<file path="src/rtl/aes_round_sequencer.sv">
// Clocked round sequencer for an external single-round AES datapath (enc/dec, 128/192/256-bit keys).
// Optional CBC chaining is enabled by defining AES_SEQ_CBC_EN.
module aes_round_sequencer #(
    parameter int unsigned TIMEOUT   = 64,
    parameter int unsigned TMO_W     = 7,
    parameter int unsigned KEY_IDX_W = 4
) (
    input  logic                 clk,
    input  logic                 rst,
    input  logic                 start,
    input  logic                 abort,
    input  logic                 encOrDec,
    input  logic [2:0]           keySize,
    input  logic [0:127]         messageIn,
`ifdef AES_SEQ_CBC_EN
    input  logic                 iv_load,
    input  logic [0:127]         iv,
`endif
    output logic                 ready,
    output logic                 done,
    output logic                 err,
    output logic [0:127]         messageOut,
    output logic                 rnd_valid,
    output logic                 rnd_initial,
    output logic                 rnd_final,
    output logic                 rnd_encOrDec,
    output logic [KEY_IDX_W-1:0] rnd_keyIdx,
    output logic [0:127]         rnd_dataIn,
    input  logic [0:127]         rnd_dataOut,
    input  logic                 rnd_done
);

    localparam int unsigned BLK_W = 128;

    typedef enum logic [2:0] {IDLE, ISSUE, WAIT, FIN, ERR} state_t;

    state_t               state, stateNext;
    logic [KEY_IDX_W-1:0] cnt, cntNext;
    logic [KEY_IDX_W-1:0] nr, nrNext;
    logic [TMO_W-1:0]     wdog, wdogNext, wdogInc;
    logic                 modeNext;
    logic [0:BLK_W-1]     dataNext, msgNext;
    logic                 errNext, doneNext, readyNext, validNext;
    logic                 initialNext, finalNext;
    logic [KEY_IDX_W-1:0] keyIdxNext;
`ifdef AES_SEQ_CBC_EN
    logic [0:BLK_W-1]     chain, chainNext, chainUse;
    logic [0:BLK_W-1]     ctReg, ctNext;
`endif

    // State and registered outputs
    always_ff @(posedge clk or negedge rst) begin
        if (!rst) begin
            state        <= IDLE;
            cnt          <= '0;
            nr           <= '0;
            wdog         <= '0;
            rnd_encOrDec <= 1'b0;
            rnd_dataIn   <= '0;
            messageOut   <= '0;
            err          <= 1'b0;
            done         <= 1'b0;
            ready        <= 1'b1;
            rnd_valid    <= 1'b0;
            rnd_initial  <= 1'b0;
            rnd_final    <= 1'b0;
            rnd_keyIdx   <= '0;
`ifdef AES_SEQ_CBC_EN
            chain        <= '0;
            ctReg        <= '0;
`endif
        end else begin
            state        <= stateNext;
            cnt          <= cntNext;
            nr           <= nrNext;
            wdog         <= wdogNext;
            rnd_encOrDec <= modeNext;
            rnd_dataIn   <= dataNext;
            messageOut   <= msgNext;
            err          <= errNext;
            done         <= doneNext;
            ready        <= readyNext;
            rnd_valid    <= validNext;
            rnd_initial  <= initialNext;
            rnd_final    <= finalNext;
            rnd_keyIdx   <= keyIdxNext;
`ifdef AES_SEQ_CBC_EN
            chain        <= chainNext;
            ctReg        <= ctNext;
`endif
        end
    end

    // Next-state, datapath capture and next output values
    always_comb begin
        stateNext = state;
        cntNext   = cnt;
        nrNext    = nr;
        wdogNext  = wdog;
        wdogInc   = wdog + TMO_W'(1);
        modeNext  = rnd_encOrDec;
        dataNext  = rnd_dataIn;
        msgNext   = messageOut;
        errNext   = err;
        doneNext  = 1'b0;
`ifdef AES_SEQ_CBC_EN
        chainNext = chain;
        ctNext    = ctReg;
        chainUse  = iv_load ? iv : chain;
`endif

        unique case (state)
            IDLE: begin
`ifdef AES_SEQ_CBC_EN
                chainNext = chainUse;
`endif
                if (start && ready && !abort) begin
                    stateNext = ISSUE;
                    cntNext   = '0;
                    modeNext  = encOrDec;
                    errNext   = 1'b0;
                    if (keySize == 3'b100)      nrNext = KEY_IDX_W'(14);
                    else if (keySize == 3'b010) nrNext = KEY_IDX_W'(12);
                    else                        nrNext = KEY_IDX_W'(10);
`ifdef AES_SEQ_CBC_EN
                    dataNext = encOrDec ? (messageIn ^ chainUse) : messageIn;
                    ctNext   = messageIn;
`else
                    dataNext = messageIn;
`endif
                end
            end
            ISSUE: begin
                if (abort) begin
                    stateNext = IDLE;
                end else begin
                    wdogNext  = '0;
                    stateNext = WAIT;
                end
            end
            WAIT: begin
                // A result arriving on the expiry cycle still counts
                if (abort) begin
                    stateNext = IDLE;
                end else if (rnd_done) begin
                    dataNext = rnd_dataOut;
                    if (cnt == nr) begin
                        stateNext = FIN;
                    end else begin
                        cntNext   = cnt + KEY_IDX_W'(1);
                        stateNext = ISSUE;
                    end
                end else if (wdogInc == TMO_W'(TIMEOUT)) begin
                    stateNext = ERR;
                    errNext   = 1'b1;
                end else begin
                    wdogNext = wdogInc;
                end
            end
            FIN: begin
                if (abort) begin
                    stateNext = IDLE;
                end else begin
                    stateNext = IDLE;
                    doneNext  = 1'b1;
`ifdef AES_SEQ_CBC_EN
                    if (rnd_encOrDec) begin
                        msgNext   = rnd_dataIn;
                        chainNext = rnd_dataIn;
                    end else begin
                        msgNext   = rnd_dataIn ^ chain;
                        chainNext = ctReg;
                    end
`else
                    msgNext = rnd_dataIn;
`endif
                end
            end
            ERR: begin
                errNext = 1'b1;
                if (abort) stateNext = IDLE;
            end
            default: stateNext = IDLE;
        endcase

        readyNext   = (stateNext == IDLE);
        validNext   = (stateNext == ISSUE);
        initialNext = (stateNext != IDLE) && (cntNext == '0);
        finalNext   = (stateNext != IDLE) && (cntNext == nrNext);
        if (stateNext == IDLE)  keyIdxNext = '0;
        else if (modeNext)      keyIdxNext = cntNext;
        else                    keyIdxNext = nrNext - cntNext;
    end

endmodule

</file>
<file path="config.mk">
export PLATFORM = sky130hd
export DESIGN_NAME = aes_round_sequencer
export DESIGN_NICKNAME = d
export VERILOG_FILES = /design/src/rtl/aes_round_sequencer.sv
export SDC_FILE = /design/constraint.sdc
export NUM_CORES = 1
export LEC_CHECK = 0
export ABC_AREA = 1
export CAP_MARGIN = 20
export CORE_AREA = 3 3 205 207
export CTS_BUF_LIST = sky130_fd_sc_hd__clkbuf_2 sky130_fd_sc_hd__clkbuf_4 sky130_fd_sc_hd__clkbuf_8
export DETAILED_ROUTE_END_ITERATION = 7
export DIE_AREA = 0 0 208 210
export GPL_TIMING_DRIVEN = 1
export PLACE_DENSITY_LB_ADDON = 0.15
export SETUP_SLACK_MARGIN = 0.3
export SLEW_MARGIN = 5
export SYNTH_ARGS = -nofsm -noshare
export SYNTH_HDL_FRONTEND = slang
export SYNTH_SLANG_ARGS = --single-unit
export TNS_END_PERCENT = 10
</file>
<file path="constraint.sdc">
create_clock -name clk -period 2.1 [get_ports clk]
set_input_delay 0.315 -clock clk [delete_from_list [all_inputs] [get_ports clk]]
set_output_delay 0.315 -clock clk [all_outputs]
set_load 0.03 [all_outputs]
</file>
==> metrics.yaml <==
worstPathArrival_ns: 2.63
synth_nets: 1732
setup_viol: 1
final_cell_count_no_fill: 2617
setup_tns_ns: -0.009166
path_delay_family: "simple AND/OR/NAND/NOR gates"
place_congestion: 0.8176
crit_type: "reg2reg"
final_cell_mix: "nand2_1 (546), dfrtp_1 (283), nor2_1 (266)"
synth.avg_cell_area_um2: 8.479
drtPass1Iterations: 4
final_common_cell: "nand2_1"
dp_hpwl_um: 33750
route.vias.total: 12200
clk_pin_slew_ns: 0.06
slowest_stage: "dfrtp_1"
slew_viol_final: 0
outcome: "finished, violations left"
io_buffers: 531
tightest_slew_ns: 0.5261
min_path_type: "in2async"
synth_edf_count: 0
syn-cell-area_um2: 12400
utilization_pct: 52.48
fp.dieH_um: 210
syn_inst: 1462
design.core.area_um2: 40550
grt_max_degree: 113
synthArstFlopShare_pct: 100.0
start_util_pct: 30.57
finalCriticalPeriod_ns: 2.109
maxCapViolCount: 0
ys.flop_type: "dfrtp_1"
peakVddDrop_mv: 0.7619
rsz0062_at_grt: "true"
fillers: 3763
slowest_delay_ns: 0.41
tritoncts: "yes"
fmax_mhz: 474.1
worst-path-stages: 16
synth_cell_types: 37
setup_slack_ns: -0.009166
drc_errors: 0
clock_sinks: 285
totalWireLength_um: 48640
fin_crit_sh_pct: 100.4
slew_headroom_pct: 64.92
drtIter0Drc: 516
critPathMostFrequentCell: "nand2_1"
power.density_nw_per_um2: 1617
grt_pass1_vias: 11970
reg2reg_depth: 16
grt-ovfl-total: 0
clk_latency_ns: 0.62
io-pin-count: 532
hold_violations: 0
path_max_fanout: 5
rows: 74
required_ns: 2.62
cts_max_path_buffers: 3
synth_seq_area_share_pct: 57.55
hold_slack_ns: 0.2023
wire_per_inst_um: 18.59
avgViaCountPerCell: 4.663
cellLeakagePower_nw: 12.81
crit_chain: "nor2_4, nand2_4, nor2_4, inv_2, nor2_2, nand3_1, o211ai_1, ha_4, nand3_2, nand2_2, inv_2, nand2_1, nand2_1, nand3_1, nand2_1, inv_1"
start_kind: "flip-flop"
grt_pass1_wl_um: 71530
violations: "negative setup slack"
drive_gt1_share_pct: 17.10
num-nets-final: 2309
ant_nets: 0
cts_root_buf: "clkbuf_8"
antenna_found_initial: 3
path_buf_inv: 3
area_growth_pct: 71.70
synth_seq_cells: 285
ys_warn_count: 0
cts_buffers: 52
die_x_um: 208
clock_skew_ns: 0.03200
track_usage_pct: 20.82
die_area_um2: 43680
place_inst: 2500
ctsHtreeMaxLevel: 2
crit_path_end_kind: "flip-flop"
[Yosys cell counts, types with 2 or more instances]
master | n | area, um^2
nor2_8 | 2 | 40.04
buf_1 | 4 | 15.01
inv_1 | 33 | 123.9
buf_4 | 3 | 22.52
ha_1 | 5 | 62.56
o21ai_1 | 7 | 35.03
xnor2_1 | 3 | 26.28
xor2_1 | 2 | 17.52
buf_2 | 42 | 210.2
clkbuf_1 | 36 | 135.1
o211ai_1 | 2 | 15.01
nor2_1 | 274 | 1028
nor2_2 | 3 | 18.77
nand3_1 | 17 | 85.08
o31ai_1 | 131 | 983.4
nand4_1 | 3 | 18.77
nand2_2 | 5 | 31.28
inv_2 | 10 | 37.54
nand2_1 | 565 | 2121
nor3_1 | 2 | 10.01
o21ai_0 | 7 | 35.03
or2_2 | 2 | 12.51
a21oi_1 | 5 | 25.02
nand3_2 | 3 | 30.03
dfrtp_1 | 284 | 7107
[registers in the layout, summed over array words and instances (netlist names)]
signal,flops
cnt,4
nr,4
err,1
rnd_initial,1
done,1
state,3
rnd_valid,1
wdog,7
rnd_encOrDec,1
rnd_keyIdx,4
rnd_dataIn,128
ready,1
messageOut,128
rnd_final,1
[layout make-up]
cell class	instances	area, um^2	area share, %
diodes	3	7.507	0.03527
clock buffers	83	1074	5.044
clock inverters	14	130.1	0.6114
inverters	44	175.2	0.8230
multi-input cells	1048	5363	25.20
flip-flops and latches	285	7134	33.52
well taps	532	665.6	3.128
repair buffers	608	6734	31.64
[path summary, 6_finish.rpt]
path                                 from  slack, ns              to
max                              state[2]     -0.009   rnd_keyIdx[3]
min                                   rst       0.20   messageOut[7]
max reg2reg                      state[2]     -0.009   rnd_keyIdx[3]
min reg2reg                messageOut[49]       0.47  messageOut[49]
max in group asynchronous             rst       1.19  messageOut[59]
min in group clk             messageIn[2]       0.30   rnd_dataIn[2]
[routing by layer]
layer	share of wire (%)	wire, um	global-route usage [%]
met5	0	0	0
met2	51	24980	36.18
met4	2.3	1142	6.045
met3	6.0	2917	5.254
met1	40	19590	25.81
[report_power, final]
part / internal (mW) / switching [mW] / total [mW]
Sequential: 8.08 / 1.79 / 9.87
Combinational: 7.16 / 11.5 / 18.6
Clock: 3.49 / 2.43 / 5.92
[timing repair]
| action | CTS | global route |
|---|---|---|
| hold endpoints to repair | 62 | 0 |
| gates resized for setup | 113 | 374 |
| gates cloned | 1 | 0 |
| hold buffers | 1 | 0 |
| pin swaps | 16 | 35 |
| setup endpoints to repair | 410 | 398 |
| buffers inserted | 10 | 5 |
[cell families (layout without fill, tap and decap cells)]
logic type	count (synthesis)	count (layout)	synth area share, %
AOI/OAI and AO/OA	157	157	9.206
xor gates and xnor gates	5	5	0.3534
buffers and inverters	130	749	4.532
other	0	3	0
and+or+nand+nor	880	881	27.86
DFF	285	285	57.55
adders and majority gates	5	5	0.5047
[metrics by stage]
stage	worst slack (ns)	instance area [um^2]	total power, mW
final	-0.009166	21280	34.41
after global routing	-0.1764	21280	36.45
after CTS	0.004941	20080	34.03
after detailed placement	-0.3447	18670	27.79
after global placement	-0.3114	18670	27.66
after floorplan	0.08901	12420	19.50
No activity file was read; power rests on OpenSTA's default activity.
